==> src/rtl/bp_be_fe_cmd_tx.sv <==
// Back-end to front-end command transmitter: arbitrates BE requests into a 2-entry command FIFO.
// Optional feature macro: BP_BE_FE_CMD_ATTABOY_EN (enables attaboy command generation).
module bp_be_fe_cmd_tx #(
    parameter int vaddr_width_p = 39,
    parameter logic [vaddr_width_p-1:0] entry_pc_p = vaddr_width_p'(32'h80000108),
    parameter int itag_width_p = 8
) (
    input  logic                                       clk_i,
    input  logic                                       reset_i,
    input  logic                                       redirect_v_i,
    input  logic [vaddr_width_p-1:0]                   redirect_pc_i,
    input  logic                                       fence_v_i,
    input  logic                                       attaboy_v_i,
    input  logic [vaddr_width_p-1:0]                   attaboy_pc_i,
    output logic                                       ready_o,
    output logic [3+vaddr_width_p+itag_width_p-1:0]    fe_cmd_o,
    output logic                                       fe_cmd_v_o,
    input  logic                                       fe_cmd_ready_i,
    output logic                                       drop_o
);

    // state | meaning
    // BOOT  | after reset; waits one cycle, then posts the state_reset command
    // RUN   | accepts redirect / fence / attaboy requests from the BE

    localparam int cmd_width_lp = 3 + vaddr_width_p + itag_width_p;

    localparam logic [2:0] op_state_reset = 3'd0;
    localparam logic [2:0] op_pc_redirect = 3'd1;
    localparam logic [2:0] op_attaboy     = 3'd2;
    localparam logic [2:0] op_itlb_fence  = 3'd3;

    typedef enum logic {BOOT = 1'b0, RUN = 1'b1} state_e;

    state_e                     state_q;
    logic                       boot_wait_q;
    logic [cmd_width_lp-1:0]    mem_q [2];
    logic                       rd_ptr_q;
    logic                       wr_ptr_q;
    logic [1:0]                 count_q;
    logic [itag_width_p-1:0]    itag_q;

    logic                       attaboy_v;
    logic [vaddr_width_p-1:0]   attaboy_pc;
    logic                       pop;
    logic                       enq;
    logic [2:0]                 enq_op;
    logic [vaddr_width_p-1:0]   enq_pc;
    logic [1:0]                 req_cnt;

`ifdef BP_BE_FE_CMD_ATTABOY_EN
    assign attaboy_v  = attaboy_v_i;
    assign attaboy_pc = attaboy_pc_i;
`else
    logic unused_attaboy;
    assign unused_attaboy = ^{attaboy_v_i, attaboy_pc_i};
    assign attaboy_v  = 1'b0;
    assign attaboy_pc = '0;
`endif

    assign fe_cmd_v_o = (count_q != 2'd0);
    assign fe_cmd_o   = mem_q[rd_ptr_q];
    assign pop        = fe_cmd_v_o && fe_cmd_ready_i;

    // A full FIFO can still accept when the head leaves on the same edge.
    assign ready_o = !reset_i && (state_q == RUN) && ((count_q != 2'd2) || pop);

    assign req_cnt = 2'(redirect_v_i) + 2'(fence_v_i) + 2'(attaboy_v);
    assign drop_o  = !reset_i && (ready_o ? (req_cnt > 2'd1) : (req_cnt != 2'd0));

    always_comb begin
        enq    = 1'b0;
        enq_op = op_state_reset;
        enq_pc = '0;
        if (state_q == BOOT) begin
            if (boot_wait_q) begin
                enq    = 1'b1;
                enq_pc = entry_pc_p;
            end
        end else if (ready_o) begin
            if (redirect_v_i) begin
                enq    = 1'b1;
                enq_op = op_pc_redirect;
                enq_pc = redirect_pc_i;
            end else if (fence_v_i) begin
                enq    = 1'b1;
                enq_op = op_itlb_fence;
            end else if (attaboy_v) begin
                enq    = 1'b1;
                enq_op = op_attaboy;
                enq_pc = attaboy_pc;
            end
        end
    end

    always_ff @(posedge clk_i) begin
        if (reset_i) begin
            state_q     <= BOOT;
            boot_wait_q <= 1'b0;
            rd_ptr_q    <= 1'b0;
            wr_ptr_q    <= 1'b0;
            count_q     <= 2'd0;
            itag_q      <= '0;
        end else begin
            if (state_q == BOOT) begin
                boot_wait_q <= 1'b1;
                if (boot_wait_q) begin
                    state_q <= RUN;
                end
            end
            if (enq) begin
                wr_ptr_q <= ~wr_ptr_q;
                itag_q   <= itag_q + 1'b1;
            end
            if (pop) begin
                rd_ptr_q <= ~rd_ptr_q;
            end
            count_q <= count_q + 2'(enq) - 2'(pop);
        end
    end

    // Storage needs no reset: count_q gates visibility of every entry.
    always_ff @(posedge clk_i) begin
        if (!reset_i && enq) begin
            mem_q[wr_ptr_q] <= {enq_op, enq_pc, itag_q};
        end
    end

endmodule

==> config.mk <==
export PLATFORM = sky130hd
export DESIGN_NAME = bp_be_fe_cmd_tx
export DESIGN_NICKNAME = d
export VERILOG_FILES = /design/src/rtl/bp_be_fe_cmd_tx.sv
export SDC_FILE = /design/constraint.sdc
export NUM_CORES = 1
export LEC_CHECK = 0
export ABC_AREA = 1
export BUFFER_PORTS_ARGS = -buffer_cell sky130_fd_sc_hd__buf_2
export CORE_ASPECT_RATIO = 1.1
export CORE_MARGIN = 2
export CORE_UTILIZATION = 45
export CTS_BUF_LIST = sky130_fd_sc_hd__clkbuf_2
export DETAILED_ROUTE_END_ITERATION = 8
export PLACE_DENSITY = 0.71
export SYNTH_ARGS = -nofsm -noshare
export SYNTH_HDL_FRONTEND = slang
export SYNTH_SLANG_ARGS = --single-unit
==> constraint.sdc <==
create_clock -name clk_i -period 10.8 [get_ports clk_i]
set_input_delay 1.62 -clock clk_i [delete_from_list [all_inputs] [get_ports clk_i]]
set_output_delay 1.62 -clock clk_i [all_outputs]
set_load 0.02 [all_outputs]
After elaboration in Yosys (flattened, before gate mapping)
Memories as Yosys holds them, arrays and structs flattened. A register that Yosys moved wholly into a read port is not among the register bits.
Index checks and enable logic that the tools add are counted.
Storage, ports and cells
  logic and storage cells: 43
  memory bits (writable): 100
  memories kept: 1
  register bits: 14
  output and inout port bits: 53
Operators by class
  add/sub/neg operators: 4
  muxes and demuxes: 19
  $lt $le $gt $ge: 1
  equal/unequal tests: 1
  bitwise gates (word level): 2
  reductions and logical operators: 9
Memory list
  mem_q: words 2, width 50, rd ports 1, clocked after memory_dff 1, wr ports 1, line 37  | logic [cmd_width_lp-1:0] mem_q [2];
Operators by type and width (number)
  $mux 39: 3
  $mux 32: 1
  $mux 1: 11
  $add 8x1->8 const B: 1
  $mux 2: 3
  $logic_and 1x1->1: 5
  $reduce_bool 2->1: 2
  $mux 3: 1
  $add 1x1->2: 1
  $add 2x1->2: 1
  $gt 2x1->1 const B: 1
  $ne 2x2->1 const B: 1
  $not 1->1: 2
  $sub 2x1->2: 1
  $logic_not 1->1: 1
  $logic_or 1x1->1: 1

Depth between registers and ports, before layout
  word-level depth: 9
  mapped depth: 13
  mapped depth without buffers: 11

Worst setup path before layout
Ideal clock, no wire load.
  path type: in2reg
  start point: in redirect_v_i
  end point: mem mem_q[0][0] (netlist bit), enable pin
  setup slack: 4.824 ns
  cell stages on the path: 7
  arrival: 5.460 ns
  cells stage by stage: buf_4 inv_2 nand2_2 nand3_4 nand2_4 inv_1 nor3_1
On the way
  longest elaborated chain between the ends: 6
Ends and longest elaborated chain
  start, declared: line 10  | input logic redirect_v_i,
  $mux 1: line 81  | if (redirect_v_i) begin
  $mux 1: line 80  | end else if (ready_o) begin
  $mux 1: line 75  | if (state_q == BOOT) begin
  $logic_and 1x1->1: line 124  | if (!reset_i && enq) begin
  $mux 1: line 124
  $mux 1 (implied by the code): line 125  | mem_q[wr_ptr_q] <= {enq_op, enq_pc, itag_q};
  end, declared: line 37
No other way between the ends.

Final worst setup path
  start point: in reset_i
  end point: out drop_o
On the way
  longest elaborated chain between the ends: 5
Ends and longest elaborated chain
  start, declared: line 9  | input logic reset_i,
  $logic_not 1->1 *: line 66, 69
  $logic_and 1x1->1 (2 in a row): line 66  | assign ready_o = !reset_i && (state_q == RUN) && ((count_q != 2'd2) || pop);
  $mux 1: line 69  | assign drop_o = !reset_i && (ready_o ? (req_cnt > 2'd1) : (req_cnt != 2'd0));
  $logic_and 1x1->1 *: line 69
  end, declared: line 19  | output logic drop_o
Mark *: on every way between the ends. The rest lies on a longest branch, timed or not.

==> metrics <==
Iter 0 DRT Violations 108; crit path DAT 3.00 ns; Die Ht 111 um; Mapped Area 4680 um2; Post-synth EDFFs 98; sw frac 29.9%; VDD IR max 0.0686 mV; Fin Clk Skew 0.0232 ns; worst reg2reg setup slack 8.35 ns; syn nets about 440; gr usage total 15.9%; Crit path depth 9; Req. time, crit path 9.18 ns; sequential area share after synthesis approximately 69%; Tmin final 4.62 ns; Yosys warning count 0; routed wire length 8.63 mm; total gr overflow 0; IO buf count 95; kind of critical path in2out; Avg WL per Cell 14.5 um; maximum clock frequency approximately 0.22 GHz; initial antenna violation count 1; Fill cells 892; Vias/cell roughly 5; crit-path max cell delay 0.40 ns; Setup Fix Bufs, Post-CTS 0; critical path, cell by cell buf_2 > nor2_2 > nand2_1 > buf_4 > inv_1 > o21ai_0 > nand3_1 > inv_1 > buf_2; slew margin rel. 47.6%; Yosys reg bits approximately 110; gpl congestion 0.786; syn avg cell area 13.2 um2; total power between 0.9 and 1 mW; Tcrit/Tclk final between 40% and 50%; P&R area growth vs syn 16.3%; HPWL after DPL 5.52 mm; vias in the first global route 2994; top cell type's share of synthesized area 62.8%; Clock transition at path regs between 0.1 and 0.15 ns; drt pass-1 iters 4; die area about 11000 um2; power density cells approximately 170 nW/um2; Cell Area, Placed around 5300 um2; largest net degree at the start of global routing 50; CTS buffer count 17; CP startpoint reset_i; Worst setup SP type primary input; crit path capture drop_o; design area 5450 um2; root buf cell clkbuf_2; R2R Path End mem_q[1][36]; first-pass GRT wire length 13.5 mm; unrepaired setup endpoints after global routing no; most frequent cell after synthesis edfxtp_1; status finished, final reports clean; total number of vias 2987; most common library cells after synthesis edfxtp_1 (98), nand2_1 (69), nor2_1 (51), mux2_2 (49), dfxtp_1 (15); Leakage between 2 and 2.5 nW; sw power approximately 0.28 mW; maxcap violations 0; Crit. End Element output port; Fin Setup TNS 0 ns; Slew Viols, Final 0; Hold Violations, Final 0; Hold Buf Count CTS 0; row cnt 39; cell internal pwr 0.665 mW; ys async rst share 0%; I/O pin count ~140; Routed Antenna Nets 0; main flop type after synthesis edfxtp_1; Worst Path Buf+Inv 5; Worst Hold Class reg2reg; Worst path slowest cell buf_4; Core Area 10200 um2; Cells after Synth 356; top cells by area, synth edfxtp_1 (63%), mux2_2 (12%), dfxtp_1 (6.4%); r2r startpoint state_q; Clock Latency Late Sink 0.60 ns; share of cells above drive strength 1 40.8%; post-synth cell types 25; Largest delay share family, worst path buffers and inverters; Gate power share 23.4%; Die Wd a little over 100 um; clock share of power 23.3%; worst reg-to-reg path cell count 6; Longest Clk Path Bufs 2; # H-tree levels 4; nets 544; CP Max Fanout 41; clk sinks approximately 110; pre-CTS WS roughly 6.2 ns; post-synth top area cell edfxtp_1; worst slew pin tran 0.785 ns; worst setup margin 6.18 ns; CTS tree built; CTS-repair resized insts 0; Setup Viol. Count Final 0; Worst Hold Slack 0.465 ns; Sequential Power Share 53.3%; Starting Density 45.7%; # DRC 0
stage by stage:
step                      utilization [%]  cells
after global placement               51.4    562
after global routing                 53.2    595
after detailed placement             51.4    562
after floorplan                         -    356
final                                53.2    595
after CTS                            53.1    594
worst min path at each step:
stage / startpoint / end / slack, ns / depth (start not counted)
floorplan: rd_ptr_q / flop / 0.43 / 1
CTS: rd_ptr_q / flop / 0.46 / 1
global placement: rd_ptr_q / flop / 0.43 / 1
detailed placement: rd_ptr_q / flop / 0.44 / 1
global route: rd_ptr_q / flop / 0.47 / 1
finish: state_q / boot_wait_q / 0.47 / 1
kinds of logic after synthesis:
logic type,synth area share (%)
other,0.0801
adder cells (fa/ha/maj),0.534
AND/OR/NAND/NOR,12.4
XOR/XNOR,0.374
AO/OA/AOI/OAI,2.30
flip-flops,69.2
buffers and inverters,3.29
multiplexers,11.8
worst register-to-register path, stage by stage (launching register included):
cell and delay [ns]:
dfxtp_1 0.34, inv_2 0.07, nand2_1 0.24, nand2_4 0.27, nand2_1 0.14, nor2_4 0.58, buf_4 0.47
flip-flops by register name, indices dropped and copies added, names as in the netlist, named ones only:
signal and cells:
mem_q 98, rd_ptr_q 1, boot_wait_q 1, state_q 1, itag_q 8, count_q 2, wr_ptr_q 1
cell usage in the layout, fill, tap and decap left out, types with 2 or more instances in the layout:
master	Yosys	routed
inv_2	2	2
dfxtp_1	15	14
nor2_2	2	2
o21ai_0	3	3
o21ai_1	4	4
nand3b_1	3	3
nand3_1	10	10
nand2_1	69	69
buf_2	9	95
buf_4	3	5
a21oi_1	4	4
clkbuf_2	0	22
clkinv_2	0	4
xnor2_1	2	2
inv_1	13	13
a21oi_2	6	6
ha_1	2	2
mux2_2	49	49
nor2_1	51	50
clkinv_1	0	5
edfxtp_1	98	98
per-layer routing:
| metal | track usage, % | vias to the layer above | wire, um |
|---|---|---|---|
| met1 | 18.2 | 1464 | 3750 |
| met5 | 0 | - | 0 |
| met2 | 27.4 | 67 | 4450 |
| li1 | - | 1446 | - |
| met3 | 4.35 | 10 | 318 |
| met4 | 6.76 | 0 | 112 |
power by group through the flow:
stage / combinational (mW) / sequential, mW / clock (mW)
2_1_floorplan: 0.162 / 0.514 / 0
3_3_place_gp: 0.221 / 0.513 / 0
3_5_place_dp: 0.224 / 0.515 / 0
4_1_cts: 0.225 / 0.505 / 0.231
5_1_grt: 0.240 / 0.507 / 0.253
6_report: 0.222 / 0.505 / 0.221
area by class of cell:
| class | count | area, um2 | area share [%] |
|---|---|---|---|
| multi-input cells | 211 | 1300 | 23.8 |
| clock buffers | 22 | 110 | 2.02 |
| diodes | 1 | 2.50 | 0.0459 |
| clock inverters | 10 | 68.8 | 1.26 |
| well taps | 123 | 154 | 2.82 |
| repair buffers | 100 | 513 | 9.42 |
| flip-flops and latches | 113 | 3240 | 59.6 |
| inverters | 15 | 56.3 | 1.03 |
Note: power is estimated with default switching activity, not from simulation.
